--- src/rtl/multi_cycle_adder.sv ---
// -----------------------------------------------------------------------------
// multi_cycle_adder
//
// Adds two WIDTH-bit unsigned operands plus a carry-in by rippling CHUNK bits
// per clock through a small adder. The operands are captured when start is
// accepted in IDLE. The block then spends N = WIDTH/CHUNK cycles in RUN and
// one cycle in DONE. sum/carry_out change only on the final RUN edge, so they
// never show a partial result.
//
// Parameters
//   WIDTH : operand and sum width in bits (>= 1)
//   CHUNK : bits added per clock (1..WIDTH, WIDTH % CHUNK == 0)
//
// Ports
//   clk       in   rising-edge clock
//   rst_n     in   asynchronous active-low reset
//   start     in   request an addition (sampled only in IDLE)
//   a, b      in   WIDTH-bit operands, latched on accept
//   carry_in  in   carry into bit 0, latched on accept
//   busy      out  high while the adder is in RUN
//   done      out  one-cycle pulse: new sum/carry_out valid
//   sum       out  registered result bits WIDTH-1..0
//   carry_out out  registered carry out of bit WIDTH-1
// -----------------------------------------------------------------------------
module multi_cycle_adder #(
    parameter int WIDTH = 16,
    parameter int CHUNK = 4
) (
    input  logic             clk,
    input  logic             rst_n,
    input  logic             start,
    input  logic [WIDTH-1:0] a,
    input  logic [WIDTH-1:0] b,
    input  logic             carry_in,
    output logic             busy,
    output logic             done,
    output logic [WIDTH-1:0] sum,
    output logic             carry_out
);

    localparam int N  = WIDTH / CHUNK;
    localparam int CW = (N > 1) ? $clog2(N) : 1;

    typedef enum logic [1:0] {
        IDLE = 2'd0,
        RUN  = 2'd1,
        DONE = 2'd2
    } state_t;

    state_t             state_r;
    state_t             state_nxt_s;

    logic [WIDTH-1:0]   a_r;
    logic [WIDTH-1:0]   b_r;
    logic               c_r;
    logic [CW-1:0]      idx_r;
    logic [WIDTH-1:0]   work_r;
    logic [WIDTH-1:0]   sum_r;
    logic               cout_r;
    logic               busy_r;
    logic               done_r;

    int                 base_s;
    logic [CHUNK-1:0]   chunk_a_s;
    logic [CHUNK-1:0]   chunk_b_s;
    logic [CHUNK:0]     chunk_res_s;
    logic [WIDTH-1:0]   work_nxt_s;
    logic               last_s;

    // Chunk datapath: select chunk idx_r, add it with the running carry and
    // merge the result into a copy of the working sum. The merged copy lets
    // the final edge load sum without waiting one more cycle for work_r.
    always_comb begin
        base_s      = int'(idx_r) * CHUNK;
        chunk_a_s   = a_r[base_s +: CHUNK];
        chunk_b_s   = b_r[base_s +: CHUNK];
        chunk_res_s = {1'b0, chunk_a_s} + {1'b0, chunk_b_s} + {{CHUNK{1'b0}}, c_r};
        work_nxt_s  = work_r;
        work_nxt_s[base_s +: CHUNK] = chunk_res_s[CHUNK-1:0];
        last_s      = (idx_r == CW'(N - 1));
    end

    // Next-state logic for the IDLE -> RUN -> DONE -> IDLE sequence.
    always_comb begin
        state_nxt_s = state_r;
        case (state_r)
            IDLE: begin
                if (start) begin
                    state_nxt_s = RUN;
                end else begin
                    state_nxt_s = IDLE;
                end
            end
            RUN: begin
                if (last_s) begin
                    state_nxt_s = DONE;
                end else begin
                    state_nxt_s = RUN;
                end
            end
            DONE:    state_nxt_s = IDLE;
            default: state_nxt_s = IDLE;
        endcase
    end

    // State register plus registered status flags that follow the next state.
    always_ff @(posedge clk or negedge rst_n) begin
        if (!rst_n) begin
            state_r <= IDLE;
            busy_r  <= 1'b0;
            done_r  <= 1'b0;
        end else begin
            state_r <= state_nxt_s;
            busy_r  <= (state_nxt_s == RUN);
            done_r  <= (state_nxt_s == DONE);
        end
    end

    // Operand capture, chunk iteration and result load.
    always_ff @(posedge clk or negedge rst_n) begin
        if (!rst_n) begin
            a_r    <= {WIDTH{1'b0}};
            b_r    <= {WIDTH{1'b0}};
            c_r    <= 1'b0;
            idx_r  <= {CW{1'b0}};
            work_r <= {WIDTH{1'b0}};
            sum_r  <= {WIDTH{1'b0}};
            cout_r <= 1'b0;
        end else begin
            case (state_r)
                IDLE: begin
                    if (start) begin
                        a_r   <= a;
                        b_r   <= b;
                        c_r   <= carry_in;
                        idx_r <= {CW{1'b0}};
                    end
                end
                RUN: begin
                    work_r <= work_nxt_s;
                    c_r    <= chunk_res_s[CHUNK];
                    idx_r  <= idx_r + CW'(1);
                    if (last_s) begin
                        sum_r  <= work_nxt_s;
                        cout_r <= chunk_res_s[CHUNK];
                    end
                end
                default: begin
                    c_r <= c_r;
                end
            endcase
        end
    end

    assign busy      = busy_r;
    assign done      = done_r;
    assign sum       = sum_r;
    assign carry_out = cout_r;

endmodule

--- config.mk ---
export PLATFORM = sky130hd
export DESIGN_NAME = multi_cycle_adder
export DESIGN_NICKNAME = d
export VERILOG_FILES = /design/src/rtl/multi_cycle_adder.sv
export SDC_FILE = /design/constraint.sdc
export NUM_CORES = 1
export LEC_CHECK = 0
export ABC_AREA = 1
export BUFFER_PORTS_ARGS = -buffer_cell sky130_fd_sc_hd__buf_2
export CAP_MARGIN = 10
export CORE_UTILIZATION = 45
export CTS_BUF_LIST = sky130_fd_sc_hd__clkbuf_4 sky130_fd_sc_hd__clkbuf_8 sky130_fd_sc_hd__clkbuf_16
export DETAILED_ROUTE_END_ITERATION = 10
export MAX_ROUTING_LAYER = met4
export PLACE_DENSITY = 0.68
export SYNTH_ARGS = -nofsm -noshare
export SYNTH_HDL_FRONTEND = slang
export SYNTH_SLANG_ARGS = --single-unit
--- constraint.sdc ---
create_clock -name clk -period 6.1 [get_ports clk]
set_input_delay 1.22 -clock clk [delete_from_list [all_inputs] [get_ports clk]]
set_output_delay 1.22 -clock clk [all_outputs]
set_load 0.02 [all_outputs]
---- Yosys cells after proc, flatten, opt, wreduce, memory -nomap -nowiden ----
Index checks and enable logic that the tools add are counted.
storage, ports and cells
  bits of input ports ..................... 36
  word-level logic and storage cells ...... 36
  flip-flop bits (word level) ............. 72
  output and inout bits ................... 19
operators by class
  add/sub/neg operators ................... 4
  shifts and indexed selects .............. 4
  mux-type cells .......................... 8
  eq/ne operators ......................... 5
  reduce and logical (&&, ||, !) cells .... 5
operators by type and width
  kind                                                                      number
  4-bit negation with 33-bit output                                         1
  4-bit by 33-bit variable shift with 16-bit output (first input constant)  1
  4-bit by 33-bit indexed part select with 16-bit output                    1
  16-bit by 5-bit indexed part select with 4-bit output                     2
  16-bit bitwise mux                                                        1
  2-bit case mux with 2 select lines                                        2
  2-bit AND reduction                                                       3
  4-bit by 4-bit adder with 5-bit output                                    1
  5-bit by 1-bit adder with 5-bit output                                    1
  2-bit by 1-bit == test with 1-bit output (second input constant)          2
  2-bit == test (second input constant)                                     2
  2-bit 2-to-1 mux                                                          2
  2-bit by 1-bit adder with 2-bit output (second input constant)            1
  2-bit zero test                                                           1
  1-bit 2-to-1 mux                                                          2
  2-bit inequality test (second input constant)                             1
  1-bit case mux with 2 select lines                                        1
  2-bit nonzero test                                                        1

---- Depth between registers and ports, before layout ----
  depth in word-level cells ............... 5
  mapped depth ............................ 13

---- Least setup slack after synthesis ----
Ideal clock, no wire load.
  kind .................................... register -> register
  from .................................... register idx_r[0]
  to ...................................... register work_r[9]
  library setup time ...................... 0.083 ns
  clock period less this slack ............ 2.378 ns
  cell stages (with the launch flop) ...... 11
  data arrival time ....................... 2.296 ns
  required time ........................... 6.017 ns
  setup slack ............................. 3.722 ns
  cell sequence ........................... dfrtp_1 -> inv_1 -> clkbuf_1 -> nor2_1 -> o22ai_1 -> fa_1 -> fa_1 -> inv_1 -> o32ai_1 -> nand2_1 -> o21ai_0
between the ends
  longest elaborated chain between the ends .. 5
ends and longest elaborated chain
  item                                                                      line    RTL
  start: declaration                                                        56      logic [CW-1:0] idx_r;
  start signal: assignment                                                  125     idx_r <= {CW{1'b0}};
  start signal: assignment                                                  136     idx_r <= {CW{1'b0}};
  start signal: assignment                                                  142     idx_r <= idx_r + CW'(1);
  16-bit by 5-bit indexed part select with 4-bit output (on tied branches)  75, 76
  4-bit by 4-bit adder with 5-bit output                                    77      chunk_res_s = {1'b0, chunk_a_s} + {1'b0, chunk_b_s} + {{CHUNK{1'b0}}, c_r};
  5-bit by 1-bit adder with 5-bit output                                    77
  4-bit by 33-bit indexed part select with 16-bit output                    79      work_nxt_s[base_s +: CHUNK] = chunk_res_s[CHUNK-1:0];
  16-bit bitwise mux (*)                                                    79
  end signal: assignment                                                    126     work_r <= {WIDTH{1'b0}};
  end signal: assignment                                                    140     work_r <= work_nxt_s;
  end: declaration                                                          57      logic [WIDTH-1:0] work_r;
Every way passes the cells marked *; elsewhere a longest branch is shown, timed or not.
A chain may end at the register's enable or synchronous reset.

---- Worst setup path after layout ----
  from .................................... register idx_r[0]
  to ...................................... register work_r[2]
The elaborated chain is that of the path after synthesis.

==> flow_summary_export.csv <==
group,metric,value,unit
finish,diodes,0,
detailed_routing,wirelength,6424,um
finish,syn_to_final_growth,15.13,%
worst_setup_path,startpoint_type,"register",
worst_setup_path,worstPathArrival,3590,ps
sta,period_needed,3399,ps
clock_network,clockBufferDepth,2,
synth,syn-num-nets,365,
global_route,grt_antenna_before_repair,0,
synth,synth_area,0.003267,mm2
clock_network,clock-sinks,68,
clock_network,tritoncts,"built",
flow_run,cap_violations,0,
sta,report.final.hold_viol_count,0,
finish,final_common_cell,"nand2_1",
detailed_routing,post-route-drc-count,0,
place,dp_hpwl,4512,um
global_route,grt_usage,19.73,%
place,dpl.cell_count,457,
sta,min_period_over_period,55.72,%
finish,drive_above_1_share,28.91,%
min_path,hp-start,"sum[13]",
power_and_ir_drop,power_density,591.7,mW/mm2
detailed_routing,via_count,2345,
sta,fmax,294.2,MHz
detailed_routing,viasPerCell,4.958,
global_route,grt_pass1_vias,2242,
sta,finalSetupViolCount,0,
sta,tightest_slew,828.3,ps
global_route,grt.overflow.total,0,
worst_setup_path,reg2reg_from,"idx_r[0]",
synth,syn_inst,319,
place,portBuffers,54,
min_path,timing.hold.worst.class,"register to register",
worst_setup_path,path_class,"register to register",
sta,rsz0062_at_grt,"false",
global_route,grt_pass1_wl,10780,um
synth,avgSynthCellArea,10.24,um2
outcome,outcome,"completed",
sta,maxSlewViolCount,0,
finish,final_core_util,54.46,%
min_path,worstHoldEndpoint,"sum[13]",
finish,layout_common_cells,"nand2_1, dfrtp_1, buf_2, o21ai_0, mux2_4",
worst_setup_path,r2r_end,"work_r[2]",
floorplan,fp.dieArea,0.007605,mm2
place,place.gp.congestion,0.8338,
clock_network,worst_skew_pair.late_latency,350,ps
global_route,grt_max_degree,69,
worst_setup_path,rr_worst_depth,9,
sta,fin_worst_skew,8.492,ps
synth,yosysUniqueCellTypes,29,
clock_network,cts_hold_buf,0,
clock_network,clkTransAtPathRegs,70,ps
floorplan,start_util,47.30,%
worst_setup_path,worstSetupEndpointType,"register",
floorplan,io_pins,55,
detailed_routing,routedWlPerCell,13.58,um
clock_network,cts_buffers,9,
sta,tns,0,ps
worst_setup_path,crit_path_max_fanout,24,
floorplan,die_w,87.21,um
clock_network,cts_setup_buffers,0,
finish,stdcell_count,473,
clock_network,root_buffer,"clkbuf_8",
floorplan,die_h,87.21,um
worst_setup_path,ff2ff_setup_slack,2700,ps
clock_network,cts_resized,0,
detailed_routing,drt_iter0_markers,135,
detailed_routing,drtAntennaViolNets,0,
detailed_routing,drt_first_pass_iters,4,
sta,slew_headroom,44.78,%
power_and_ir_drop,ir_drop,0.3200,mV
worst_setup_path,crit_required,6290,ps
clock_network,h-tree-depth,3,
finish,final_nets,418,
floorplan,num_rows,30,
sta,hold_ws,469.6,ps
synth,synth_warnings,0,
synth,ys_ff_latch,68,
floorplan,core_area,0.006907,mm2
worst_setup_path,setup.worst_path.start,"idx_r[0]",
synth,ys_seq_area_share,52.09,%
power_and_ir_drop,p_leak,1.958,nW
min_path,min_path_cells,2,
[report_power, final]
| part | internal (mW) | switching (mW) | leakage, nW |
|---|---|---|---|
| sequential | 0.648 | 0.137 | 0.857 |
| combinational | 0.459 | 0.650 | 1.00 |
| clock | 0.176 | 0.156 | 0.0981 |
[state kept, by name, indices dropped and copies added, names as in the netlist, 2 cells and up]
register and count:
state_r 2, a_r 16, sum 16, work_r 12, b_r 16, idx_r 2
[metal layers]
layer	track usage, %	share of wire, %
met1	24.63	46
met2	31.14	48
met3	5.118	4.2
met4	7.154	1.6
met5	-	0
[worst max-delay path, stage by stage (launching register included)]
cell	delay (ps)
dfrtp_1	770
inv_1	510
o21ai_0	280
o22ai_1	120
fa_1	440
fa_1	430
xnor2_1	350
o22ai_1	170
nand2_1	90
o21ai_0	80
[worst max-delay path by stage]
stage	slack (ps)	depth (start not counted)	to
3_3_place_gp	2900	9	work_r[2]
3_5_place_dp	2780	9	work_r[2]
2_1_floorplan	3720	10	work_r[9]
6_report	2700	9	work_r[2]
5_1_grt	2470	9	work_r[2]
4_1_cts	2750	9	work_r[2]
[layout make-up]
type                    instances  area, um2
flip-flops and latches         68       1702
repair buffers                 55      277.8
well taps                      96      120.1
inverters                      25      93.84
clock buffers                  14      167.7
multi-input cells             213       1390
fillers                       659       3146
clock inverters                 2      10.01
[Yosys cell counts]
| master | n | share of area [%] |
|---|---|---|
| nand3_1 | 10 | 1.5 |
| clkinv_1 | 1 | 0.11 |
| nor2_2 | 2 | 0.38 |
| nand2_1 | 77 | 8.8 |
| nand2_4 | 1 | 0.34 |
| o22ai_1 | 12 | 2.3 |
| a31oi_1 | 2 | 0.38 |
| xnor2_1 | 1 | 0.27 |
| fa_1 | 2 | 1.2 |
| o31ai_1 | 1 | 0.23 |
| clkbuf_1 | 3 | 0.34 |
| o21bai_1 | 1 | 0.23 |
| mux2_4 | 26 | 12 |
| buf_6 | 3 | 1.0 |
| a21oi_1 | 1 | 0.15 |
| dfrtp_1 | 68 | 52 |
| buf_1 | 1 | 0.11 |
| nor2_1 | 24 | 2.8 |
| o32ai_1 | 2 | 0.54 |
| mux2_2 | 6 | 2.1 |
| o21ai_1 | 3 | 0.46 |
| buf_4 | 1 | 0.23 |
| nor2_8 | 1 | 0.61 |
| ha_1 | 8 | 3.1 |
| inv_2 | 2 | 0.23 |
| inv_1 | 22 | 2.5 |
| buf_2 | 5 | 0.77 |
| nand4_1 | 4 | 0.77 |
| o21ai_0 | 29 | 4.4 |
[metrics by stage]
stage	area [um2]	setup WS, ps	power [mW]
floorplan	3267	3722	1.627
global placement	3583	2902	1.863
detailed placement	3583	2785	1.897
CTS	3761	2747	2.239
global route	3761	2472	2.407
finish	3761	2701	2.225
[cells by family after synthesis]
family                     after synthesis  share of synthesized area [%]
muxes                                   32                          14.02
and+or+nand+nor                        119                          15.24
buffers and inverters                   38                          5.362
DFF                                     68                          52.09
AOI/OAI and AO/OA                       51                          8.732
xor gates and xnor gates                 1                         0.2681
adders and majority gates               10                          4.290
Power figures use the tool's default switching activity.
